`src/rtl/anc_fir_seq.sv`:
```
// ANC filter sequencer: captures sample sets, launches the filter datapath, buffers its result.
// Optional WAIT timeout abort is enabled by defining ANC_FIR_SEQ_TIMEOUT_EN.
module anc_fir_seq #(
  parameter int                 TIMEOUT_CYCLES = 300,
  parameter logic signed [15:0] MU_DEFAULT     = 16'sh0100
) (
  input  logic        clk,
  input  logic        rst,
  input  logic        in_strobe,
  input  logic [15:0] x_sample,
  input  logic [15:0] a_sample,
  input  logic [15:0] err_sample,
  input  logic        mu_wr,
  input  logic [15:0] mu_val,
  output logic [15:0] fir_x_in,
  output logic [15:0] fir_a_in,
  output logic [15:0] fir_weight_adjust,
  output logic        fir_go,
  input  logic        fir_done,
  input  logic [15:0] fir_out_sample,
  output logic [15:0] out_sample,
  output logic        out_valid,
  input  logic        out_ready,
  output logic        busy,
  output logic [7:0]  drop_cnt,
  output logic        timeout_flag,
  input  logic        clr_flags
);

  typedef enum logic [1:0] {
    IDLE   = 2'd0,
    LAUNCH = 2'd1,
    WAIT   = 2'd2
  } state_t;

  state_t             state;
  logic signed [15:0] mu;
  logic signed [31:0] product;
  logic signed [31:0] shifted;
  logic [15:0]        weight_next;
  logic               accept;
  logic               drop;

  function automatic logic [15:0] sat16(input logic signed [31:0] v);
    if (v > 32'sd32767) begin
      return 16'h7FFF;
    end else if (v < -32'sd32768) begin
      return 16'h8000;
    end else begin
      return v[15:0];
    end
  endfunction

  // Weight adjustment from the step size currently held (a same-cycle mu_wr lands one cycle later).
  always_comb begin
    product     = $signed(mu) * $signed(err_sample);
    shifted     = product >>> 15;
    weight_next = sat16(shifted);
  end

  assign accept = in_strobe && (state == IDLE) && (!out_valid || out_ready);
  assign drop   = in_strobe && !accept;
  assign busy   = (state == LAUNCH) || (state == WAIT);

`ifdef ANC_FIR_SEQ_TIMEOUT_EN
  localparam int CW = $clog2(TIMEOUT_CYCLES + 1);
  logic [CW-1:0] wait_cnt;
  logic          timeout_r;
  assign timeout_flag = timeout_r;
`else
  assign timeout_flag = 1'b0;
`endif

  always_ff @(posedge clk or posedge rst) begin
    if (rst) begin
      state             <= IDLE;
      mu                <= MU_DEFAULT;
      fir_x_in          <= 16'h0000;
      fir_a_in          <= 16'h0000;
      fir_weight_adjust <= 16'h0000;
      fir_go            <= 1'b0;
      out_sample        <= 16'h0000;
      out_valid         <= 1'b0;
      drop_cnt          <= 8'h00;
`ifdef ANC_FIR_SEQ_TIMEOUT_EN
      wait_cnt          <= '0;
      timeout_r         <= 1'b0;
`endif
    end else begin
      fir_go <= 1'b0;
      if (mu_wr) begin
        mu <= mu_val;
      end
      if (clr_flags) begin
        drop_cnt <= 8'h00;
      end else if (drop && (drop_cnt != 8'hFF)) begin
        drop_cnt <= drop_cnt + 8'd1;
      end
      // Handshake clears the buffer; a capture in WAIT below overrides it.
      if (out_valid && out_ready) begin
        out_valid <= 1'b0;
      end
      case (state)
        IDLE: begin
          if (accept) begin
            fir_x_in          <= x_sample;
            fir_a_in          <= a_sample;
            fir_weight_adjust <= weight_next;
            fir_go            <= 1'b1;
            state             <= LAUNCH;
          end
        end
        LAUNCH: begin
          state <= WAIT;
`ifdef ANC_FIR_SEQ_TIMEOUT_EN
          wait_cnt <= '0;
`endif
        end
        WAIT: begin
          if (fir_done) begin
            out_sample <= fir_out_sample;
            out_valid  <= 1'b1;
            state      <= IDLE;
`ifdef ANC_FIR_SEQ_TIMEOUT_EN
          end else if (wait_cnt == CW'(TIMEOUT_CYCLES - 1)) begin
            state     <= IDLE;
            timeout_r <= 1'b1;
          end else begin
            wait_cnt <= wait_cnt + {{(CW-1){1'b0}}, 1'b1};
`endif
          end
        end
        default: begin
          state <= IDLE;
        end
      endcase
`ifdef ANC_FIR_SEQ_TIMEOUT_EN
      if (clr_flags) begin
        timeout_r <= 1'b0;
      end
`endif
    end
  end

endmodule

```
`config.mk`:
```
export PLATFORM = sky130hd
export DESIGN_NAME = anc_fir_seq
export DESIGN_NICKNAME = d
export VERILOG_FILES = /design/src/rtl/anc_fir_seq.sv
export SDC_FILE = /design/constraint.sdc
export NUM_CORES = 1
export LEC_CHECK = 0
export ABC_AREA = 1
export ABC_CLOCK_PERIOD_IN_PS = 8200
export CORE_MARGIN = 3
export CORE_UTILIZATION = 50
export DETAILED_ROUTE_END_ITERATION = 12
export PLACE_DENSITY = 0.69
export SYNTH_ARGS = -nofsm -noshare
export SYNTH_HDL_FRONTEND = slang
export SYNTH_SLANG_ARGS = --single-unit
```
`constraint.sdc`:
```
create_clock -name clk -period 8.2 [get_ports clk]
set_input_delay 2.46 -clock clk [delete_from_list [all_inputs] [get_ports clk]]
set_output_delay 2.46 -clock clk [all_outputs]
set_load 0.05 [all_outputs]
```
==> results of run 1 <==
==> state kept, by name, summed over array words and instances (netlist names) <==
signal / cells
fir_a_in: 16
fir_weight_adjust: 16
fir_x_in: 16
mu: 16
out_sample: 16
drop_cnt: 8
state: 2
fir_go: 1
out_valid: 1
==> layer usage <==
metal  track usage [%]  vias up  part of all wire [%]  wire length, um
met4              7.71        0                   3.3             1170
met3              2.37       72                   3.6             1290
met1              30.4     5760                    40            14400
li1                  -     5520                     -                -
met5                 0        -                     0                0
met2              45.6      251                    53            18900
==> Yosys cell counts, drive strengths merged, types with 2 or more instances <==
cell,count,area [sq um]
nand3b,2,15.0
o21bai,8,60.1
or2,2,12.5
nor2,87,329
a21o,3,22.5
o21ai,20,100
nand2b,2,12.5
nand2,529,2000
xnor2,4,35.0
inv,492,1850
xor2,6,52.6
nand4,6,37.5
nor3,7,40.0
ha,83,1040
a21oi,47,273
mux2,28,315
fa,261,5230
clkbuf,68,256
dfrtp,91,2280
nand3,32,170
buf,6,50.0
==> worst max path at each step <==
stage          slack (ps)               endpoint     startpoint
6_report              230  fir_weight_adjust[13]  err_sample[1]
5_1_grt               -20  fir_weight_adjust[11]  err_sample[4]
4_1_cts                50   fir_weight_adjust[1]  err_sample[2]
3_5_place_dp         -270   fir_weight_adjust[1]  err_sample[3]
3_3_place_gp         -160   fir_weight_adjust[1]  err_sample[2]
2_1_floorplan         250   fir_weight_adjust[0]  err_sample[5]
==> worst max-delay path, stage by stage <==
cell and delay [ps]:
clkdlybuf4s50_1 520, nand2_1 100, inv_1 180, fa_2 490, fa_2 530, buf_4 200
fa_1 540, inv_1 80, buf_4 140, fa_1 470, inv_1 50, fa_1 520
fa_1 410, ha_1 330, nand2_1 110, inv_1 50, a21oi_1 140, nand2_1 100
a21oi_2 160, nand3_2 200, nand3_4 210, nand2_8 100, a21oi_1 160
==> layout by cell type, fill, tap and decap left out, drive strengths merged, types with 7 or more instances in the layout <==
cell           Yosys  final
a21oi             47     47
buf                6    117
clkbuf            68     10
clkdlybuf4s50      0    159
dfrtp             91     91
fa               261    261
ha                83     83
inv              492    494
mux2              28     28
nand2            529    530
nand3             32     33
nor2              87     87
nor3               7      7
o21ai             20     20
o21bai             8      8
==> timing repair <==
| action | 4_1_cts | 5_1_grt |
|---|---|---|
| setup endpoints to repair | 0 | 15 |
| hold buffers | 0 | 0 |
| buffers inserted | 0 | 2 |
| gates resized for setup | 0 | 36 |
==> per-stage QoR <==
| step | setup slack [ps] | cell area, sq um | hold WS, ps | utilization (%) | TNS [ps] |
|---|---|---|---|---|---|
| 5_1_grt | -15.2 | 17500 | 503 | 62.5 | -72.6 |
| 2_1_floorplan | 252 | 14200 | 541 | - | 0 |
| 3_5_place_dp | -274 | 17000 | 457 | 60.7 | -3800 |
| 4_1_cts | 48.6 | 17300 | 474 | 61.8 | 0 |
| 6_report | 228 | 17500 | 471 | 62.5 | 0 |
| 3_3_place_gp | -162 | 17000 | 453 | 60.7 | -2330 |
==> kinds of logic (layout without fill, tap and decap cells) <==
kind of cell,after synthesis,count (layout),share of synthesized area (%)
AND/OR/NAND/NOR,669,671,18.5
buffers and inverters,567,787,15.2
adder cells (fa/ha/maj),344,344,44.0
flip-flops,92,92,16.2
AO/OA/AOI/OAI,80,80,3.30
multiplexers,28,28,2.22
XOR/XNOR,10,10,0.615
other,1,1,0.0263
==> area by class of cell <==
cell class,instances,area [sq um],area share (%)
Clock buffer,10,229,1.31
Clock inverter,6,70.1,0.401
Inverter,493,1850,10.6
Multi-Input combinational cell,1134,9940,56.9
Sequential cell,92,2300,13.2
Tap cell,378,473,2.71
Timing Repair Buffer,278,2590,14.8
==> flow_metrics.tcl, run 1 <==
set metrics [dict create \
    drv_cap 0 \
    hold_depth 2 \
    core_area_sq_mm 0.0279 \
    endpoint_kind "flip-flop" \
    fin_cells 2391 \
    grt_usage_pct 24.7 \
    grt_pass1_wl_um 61200 \
    antenna_found_initial 0 \
    cts.sinks 92 \
    timing.fmax_mhz 125 \
    cts_tree "yes" \
    syn_area_sq_mm 0.0142 \
    htree_num_levels 3 \
    viasPerCell 4.85 \
    grt_max_degree 74 \
    syn_inst 1791 \
    ys.flop_type "dfrtp_1" \
    firstDrtPassIters 5 \
    async_flop_share_pct 100 \
    r2r-end "fir_weight_adjust[13]" \
    worstPathMaxFanout 8 \
    cts_made_buffers 9 \
    routedWlPerCell_um 15.0 \
    place_hpwl_um 29800 \
    cts_root_buf "clkbuf_16" \
    die_h_um 175 \
    ant_nets 0 \
    min_to "fir_a_in[3]" \
    setup_violations 0 \
    regToRegStartpoint "mu[15]" \
    synth-seq-area-share_pct 16.2 \
    ys_ff_latch 92 \
    crit_required_ps 8480 \
    clockBufferDepth 2 \
    crit_type "input port to flip-flop" \
    rows 61 \
    syn_area_per_cell_sq_um 7.95 \
    route.detailed.drc 0 \
    ys_types 38 \
    syn2layout_area_growth_pct 22.7 \
    synth_edf_count 0 \
    relSlewSlack_pct 31.4 \
    r2r_slack_ps 2000 \
    finalCriticalPeriod_ps 7970 \
    synth_nets 2222 \
    crit_arrival_ps 8250 \
    numPortBuffers 161 \
    max_slew.worst_pin.slew_ps 1030 \
    drt_iter0_markers 655 \
    vias 11600 \
    fin_nets 2439 \
    critPathLaunchType "input port" \
    run_status "complete, no violations" \
    rr_worst_depth 22 \
    nFillCells 2529 \
    final_hold_viol_count 0 \
    yosys_warnings 0 \
    cts.clk_slew.worst_paths_ps 70 \
    ios 163 \
    totalWireLength_um 35800 \
    dp_cells 2371 \
    hold_path_startpoint "fir_a_in[3]" \
    drive_gt1_share_pct 10.4 \
    initial_core_util_pct 50.9 \
    die_w_um 175 \
    drv_slew 0 \
    insertion_delay_ps 360 \
    grt_pass1_vias 12600 \
    period_share_pct 97.2 \
    antenna_cells 0 \
    hold_class "flip-flop to flip-flop" \
    die_area_sq_mm 0.0305 \
    gr-total-overflow 0 \
    fin_worst_skew_ps 22.1 \
    gp_congestion 0.940 \
]
Power of run 1 is left out: the tool's default activity adds up to more than one toggle a clock period on the data nets, which glitch-free logic cannot reach.
==> inputs of run 2 (changes only) <==
- ABC_CLOCK_PERIOD_IN_PS: 8200 -> 10020
- clock period: 8.2 -> 10.02 ns (I/O delays scaled with it)
==> run 2 against run 1 <==
  * Flip-flop and latch count stayed put
  * Global-route usage decreased by 0.61 points
  * Final area is 6.0% lower
  * Non-clock buffer count down 105
  * Worst hold slack worse by 1.2 ps
  * Routed wire length is 3.2% lower
  * First-iteration DRC count rose by 12%
  * Die area is the same
  * Utilization shrank 3.8 points
  * Via count decreased by 3.3%
  * Setup slack better by 630 ps
  * Critical path depth is the same
==> flow_metrics.tcl, run 2 (same netlist as run 1, synthesis figures left out) <==
set metrics [dict create \
    cts_root_buf "clkbuf_16" \
    cts.clk_slew.worst_paths_ps 70 \
    gr-total-overflow 0 \
    holdBufCountCts 0 \
    crit_path_start "err_sample[5]" \
    rsz0062_at_grt "no" \
    die_area_sq_mm 0.0305 \
    worstPathMaxFanout 15 \
    rr_worst_depth 22 \
    layout_common_cells "nand2_1 (524), inv_1 (490), fa_1 (261), clkdlybuf4s50_1 (161), dfrtp_1 (91)" \
    crit_path_cell_trace "clkdlybuf4s50_1 > nand2_1 > fa_1 > inv_1 > fa_1 > fa_1 > fa_1 > fa_1 > inv_1 > fa_1 > inv_1 > ha_1 > nand2_1 > nor2_1 > nand2_1 > nor2_1 > nand2_1 > nand3_1 > nand2_1 > inv_1 > nand3_2 > nand2_1 > a21oi_2" \
    regToRegStartpoint "mu[15]" \
    fin_nets 2332 \
    drv_cap 0 \
    antenna_found_initial 0 \
    worst_path_max_delay_cell "clkdlybuf4s50_1" \
    gp_congestion 0.918 \
    nFillCells 2609 \
    drv_slew 0 \
    cts_resized 0 \
    max_stage_delay_ps 890 \
    route.detailed.drc 0 \
    ios 163 \
    critPathLaunchType "input port" \
    firstDrtPassIters 5 \
    insertion_delay_ps 360 \
    hold_ws_ps 470 \
    viasPerCell 4.92 \
    r2r_slack_ps 3420 \
    hold_path_startpoint "fir_a_in[3]" \
    r2r-end "fir_weight_adjust[2]" \
    dp_cells 2268 \
    finalCriticalPeriod_ps 9170 \
    vias 11200 \
    drive_gt1_share_pct 4.15 \
    max_slew.worst_pin.slew_ps 955 \
    drt_iter0_markers 736 \
    cp.depth 23 \
    crit_required_ps 10260 \
    path_delay_family "adder cells" \
    fin_cells 2283 \
    crit_arrival_ps 9410 \
    grt_pass1_vias 11700 \
    rows 61 \
    htree_num_levels 3 \
    initial_core_util_pct 50.9 \
    post_cts_buffers 0 \
    final_area_sq_mm 0.0164 \
    syn2layout_area_growth_pct 15.3 \
    crit_buf_inv 5 \
    cts_tree "yes" \
    grt_pass1_wl_um 59000 \
    ant_nets 0 \
    place_hpwl_um 28700 \
    hold_class "flip-flop to flip-flop" \
    hold_depth 2 \
    fin_worst_skew_ps 16.7 \
    numPortBuffers 161 \
    crit_type "input port to flip-flop" \
    cts_made_buffers 9 \
    die_w_um 175 \
    timing.fmax_mhz 109 \
    setup_tns_ps 0 \
    final_common_cell "nand2_1" \
    run_status "complete, no violations" \
    endpoint_kind "flip-flop" \
    routedWlPerCell_um 15.2 \
    grt_max_degree 71 \
    totalWireLength_um 34700 \
    period_share_pct 91.5 \
    relSlewSlack_pct 36.3 \
    setup_violations 0 \
    die_h_um 175 \
    final_hold_viol_count 0 \
    clockBufferDepth 2 \
    cts.sinks 92 \
    antenna_cells 0 \
    min_to "fir_a_in[3]" \
    core_area_sq_mm 0.0279 \
    grt_usage_pct 24.0 \
    placed_area_sq_mm 0.0161 \
]
-- run 2: per-stage QoR --
step	utilization [%]	setup WS, ps
3_5_place_dp	57.7	561
3_3_place_gp	57.7	696
5_1_grt	58.7	440
4_1_cts	58.7	875
6_report	58.7	853
2_1_floorplan	-	1530
-- run 2: worst reg2reg max path, stage by stage, from the launching register on --
cell and delay [ps]:
dfrtp_1 780, nand2_1 220, inv_1 170, fa_1 560, fa_1 910, fa_1 530, fa_1 500, fa_1 500
inv_1 50, fa_1 470, inv_1 40, ha_1 380, nand2_1 110, nor2_1 190, nand2_1 120, nor2_1 110
nand2_1 90, nand3_1 90, nand2_1 60, inv_1 90, nand3_2 270, nand2_1 180, a21oi_2 60
-- run 2: metal layers --
metal / global-route usage, % / vias up / wire [um]
met1: 31.2 / 5641 / 14300
met5: 0 / - / 0
met4: 6.85 / 0 / 840
met3: 1.54 / 45 / 1120
li1: - / 5301 / -
met2: 43.7 / 235 / 18400
-- run 2: how the worst max path moves through the flow --
stage,slack (ps),end
finish,850,fir_weight_adjust[2]
global route,440,fir_weight_adjust[2]
CTS,880,fir_weight_adjust[2]
detailed placement,560,fir_weight_adjust[2]
global placement,700,fir_weight_adjust[8]
floorplan,1530,fir_weight_adjust[0]
-- run 2: layout make-up --
cell class / instances / area (sq um) / area share [%]
timing repair buffer: 173 / 1700 / 10.4
tap: 378 / 473 / 2.88
clock inverter: 6 / 71.3 / 0.435
multi-input combinational: 1132 / 9780 / 59.6
inverter: 493 / 1850 / 11.3
sequential: 92 / 2300 / 14.0
clock buffer: 9 / 225 / 1.37
Power of run 2 is left out for the same reason.
==> inputs of run 3 (changes only) <==
- ABC_AREA: 1 -> 0
- ABC_CLOCK_PERIOD_IN_PS: 10020 -> unset
- CAP_MARGIN: unset -> 0
- PLACE_DENSITY: 0.69 -> 0.7
==> run 3 against run 2 <==
  * Routed wire length decreased by 9.9%
  * Clock skew decreased by 8.7 ps
  * First-iteration DRC count decreased by 30%
  * Critical path type unchanged
  * Global-route usage decreased by 0.86 points
  * Synthesized cell count decreased by 23%
  * Clock-buffer cell count increased by 2
  * Critical path depth unchanged
  * Setup slack got worse by 260 ps
  * Register-to-register slack got worse by 180 ps
  * Maximum frequency decreased by 2.8%
  * Utilization increased by 1.5 points
==> flow_metrics.tcl, run 3 <==
set metrics [dict create \
    drv_cap 0 \
    dr_wl_met3_um 1120 \
    drt-met1-wl_um 12900 \
    vias 9627 \
    synth_xor_area_share_pct 2.28 \
    placed_area_sq_mm 0.0154 \
    synth_nets 1818 \
    timing.fmax_mhz 106 \
    gr-total-overflow 0 \
    final_hold_viol_count 0 \
    ant_nets 0 \
    regToRegStartpoint "mu[7]" \
    yosys-top-cells-count "inv_1 (295), fa_1 (261), nand2_1 (248), and2_1 (123), dfrtp_1 (91)" \
    finalCriticalPeriod_ps 9430 \
    grt_pass1_vias 10700 \
    syn_area_per_cell_sq_um 9.60 \
    cts_tree "yes" \
    die_w_um 169 \
    rows 59 \
    run_status "complete, no violations" \
    drt_iter0_markers 513 \
    endpoint_kind "flip-flop" \
    hold_class "flip-flop to flip-flop" \
    rsz0062_at_grt "no" \
    firstDrtPassIters 5 \
    ios 163 \
    hold_ws_ps 472 \
    r2r_slack_ps 3240 \
    ys_types 51 \
    syn_inst 1387 \
    synth_compound_area_share_pct 5.51 \
    gp_congestion 0.864 \
    hold_path_startpoint "fir_a_in[10]" \
    synthSimpleGateAreaFrac_pct 15.2 \
    route.detailed.drc 0 \
    yosys.area.top_type "fa_1" \
    viasPerCell 5.12 \
    grt_max_degree 63 \
    setup_tns_ps 0 \
    r2r-end "fir_weight_adjust[3]" \
    period_share_pct 94.1 \
    die_area_sq_mm 0.0286 \
    htree_num_levels 3 \
    layout_common_cells "inv_1 (294), fa_1 (261), nand2_1 (248), clkdlybuf4s50_1 (161), and2_1 (123)" \
    fin_util_pct 60.3 \
    cts.clk_slew.worst_paths_ps 70 \
    cts_made_buffers 9 \
    synth.most_common_cell "inv_1" \
    crit_required_ps 10270 \
    synth.top_cell.area_share_pct 39.2 \
    initial_core_util_pct 51.0 \
    antenna_found_initial 1 \
    syn_area_sq_mm 0.0133 \
    fin_nets 1970 \
    critPathLaunchType "input port" \
    ys.flop_type "dfrtp_1" \
    crit_type "input port to flip-flop" \
    cts.sinks 92 \
    synth-seq-area-share_pct 17.3 \
    synth_top_family_by_area "adder cells" \
    syn2layout_area_growth_pct 18.3 \
    drive_gt1_share_pct 6.54 \
    crit_arrival_ps 9680 \
    grt_usage_pct 23.2 \
    max_slew.worst_pin.slew_ps 927 \
    rr_worst_depth 22 \
    dr_wl_met2_um 16400 \
    final_area_sq_mm 0.0157 \
    routedWlPerCell_um 16.6 \
    crit_path_start "err_sample[2]" \
    async_flop_share_pct 100 \
    setup_violations 0 \
    numPortBuffers 161 \
    synth_mux_area_share_pct 2.78 \
    insertion_delay_ps 340 \
    crit_end "fir_weight_adjust[3]" \
    drv_slew 0 \
    ys_top_cells_by_area "fa_1 (39%), dfrtp_1 (17%), inv_1 (8.3%)" \
    dr.max_layer_used "met4" \
    worstPathMaxFanout 21 \
    final_common_cell "inv_1" \
    relSlewSlack_pct 38.0 \
    fin_worst_skew_ps 8.00 \
    synthAdderAreaFrac_pct 47.0 \
    cts_root_buf "clkbuf_16" \
    totalWireLength_um 31200 \
    grt_pass1_wl_um 53300 \
    synth_edf_count 0 \
    core_area_sq_mm 0.0261 \
    ys_ff_latch 92 \
    clockBufferDepth 2 \
    place_hpwl_um 25600 \
    yosys_warnings 0 \
    die_h_um 169 \
]
-- run 3: cell types whose count changed after synthesis, sizes merged, moves of 6 or more --
cell,delta
inv,-197
nand3,-27
a21oi,-15
and2,+123
xnor2,+21
nand2,-281
nor2,-52
clkbuf,-22
o31ai,+12
nand4,+6
-- run 3: worst min-delay path by stage --
| stage | endpoint | cells past startpoint |
|---|---|---|
| after floorplan | state[0] | 2 |
| after CTS | fir_a_in[10] | 2 |
| after global routing | fir_a_in[10] | 2 |
| after global placement | fir_a_in[6] | 2 |
| after detailed placement | fir_a_in[10] | 2 |
| final | fir_a_in[10] | 2 |
-- run 3: repair_timing --
item	CTS	global route
hold buffers	0	0
buffers inserted	0	0
gates resized for setup	0	1
hold endpoints to repair	0	0
endpoints found under the setup margin	0	14
-- run 3: logic make-up after synthesis --
group                    count (synthesis)
AND/OR/NAND/NOR                        438
buffers and inverters                  347
adder cells (fa/ha/maj)                344
AO/OA/AOI/OAI                           99
flip-flops                              92
XOR/XNOR                                33
multiplexers                            33
other                                    1
-- run 3: final cells by class --
class | count | area [sq um]
sequential | 92 | 2300
clock buffer | 11 | 243
tap | 335 | 419
inverter | 295 | 1110
antenna | 1 | 2.50
clock inverter | 5 | 108
timing repair buffer | 193 | 1850
fill | 2282 | 10400
multi-input combinational | 948 | 9710
-- run 3: per-stage QoR --
stage / instances / worst slack, ps
detailed placement: 1863 / 15.7
floorplan: 1387 / 1080
CTS: 1879 / 366
finish: 1880 / 592
global route: 1879 / 158
global placement: 1863 / 167
-- run 3: per-layer routing --
metal | GRT usage, % | vias up
met1 | 29.9 | 4969
li1 | - | 4433
met2 | 42.0 | 176
met3 | 2.94 | 49
met4 | 5.51 | 0
met5 | 0 | -
-- run 3: worst max-delay path, stage by stage --
cell	delay, ps
clkdlybuf4s50_1	780
nand2_1	160
inv_1	110
fa_1	560
fa_1	750
fa_1	560
inv_1	50
fa_1	530
inv_1	50
fa_1	480
inv_1	60
fa_1	470
inv_1	40
ha_1	310
nor2_1	230
nor2b_1	80
a21oi_1	150
o31ai_1	140
a21oi_4	180
o21bai_2	120
xnor2_4	470
a21oi_1	150
o31ai_2	220
Power of run 3 is left out for the same reason.
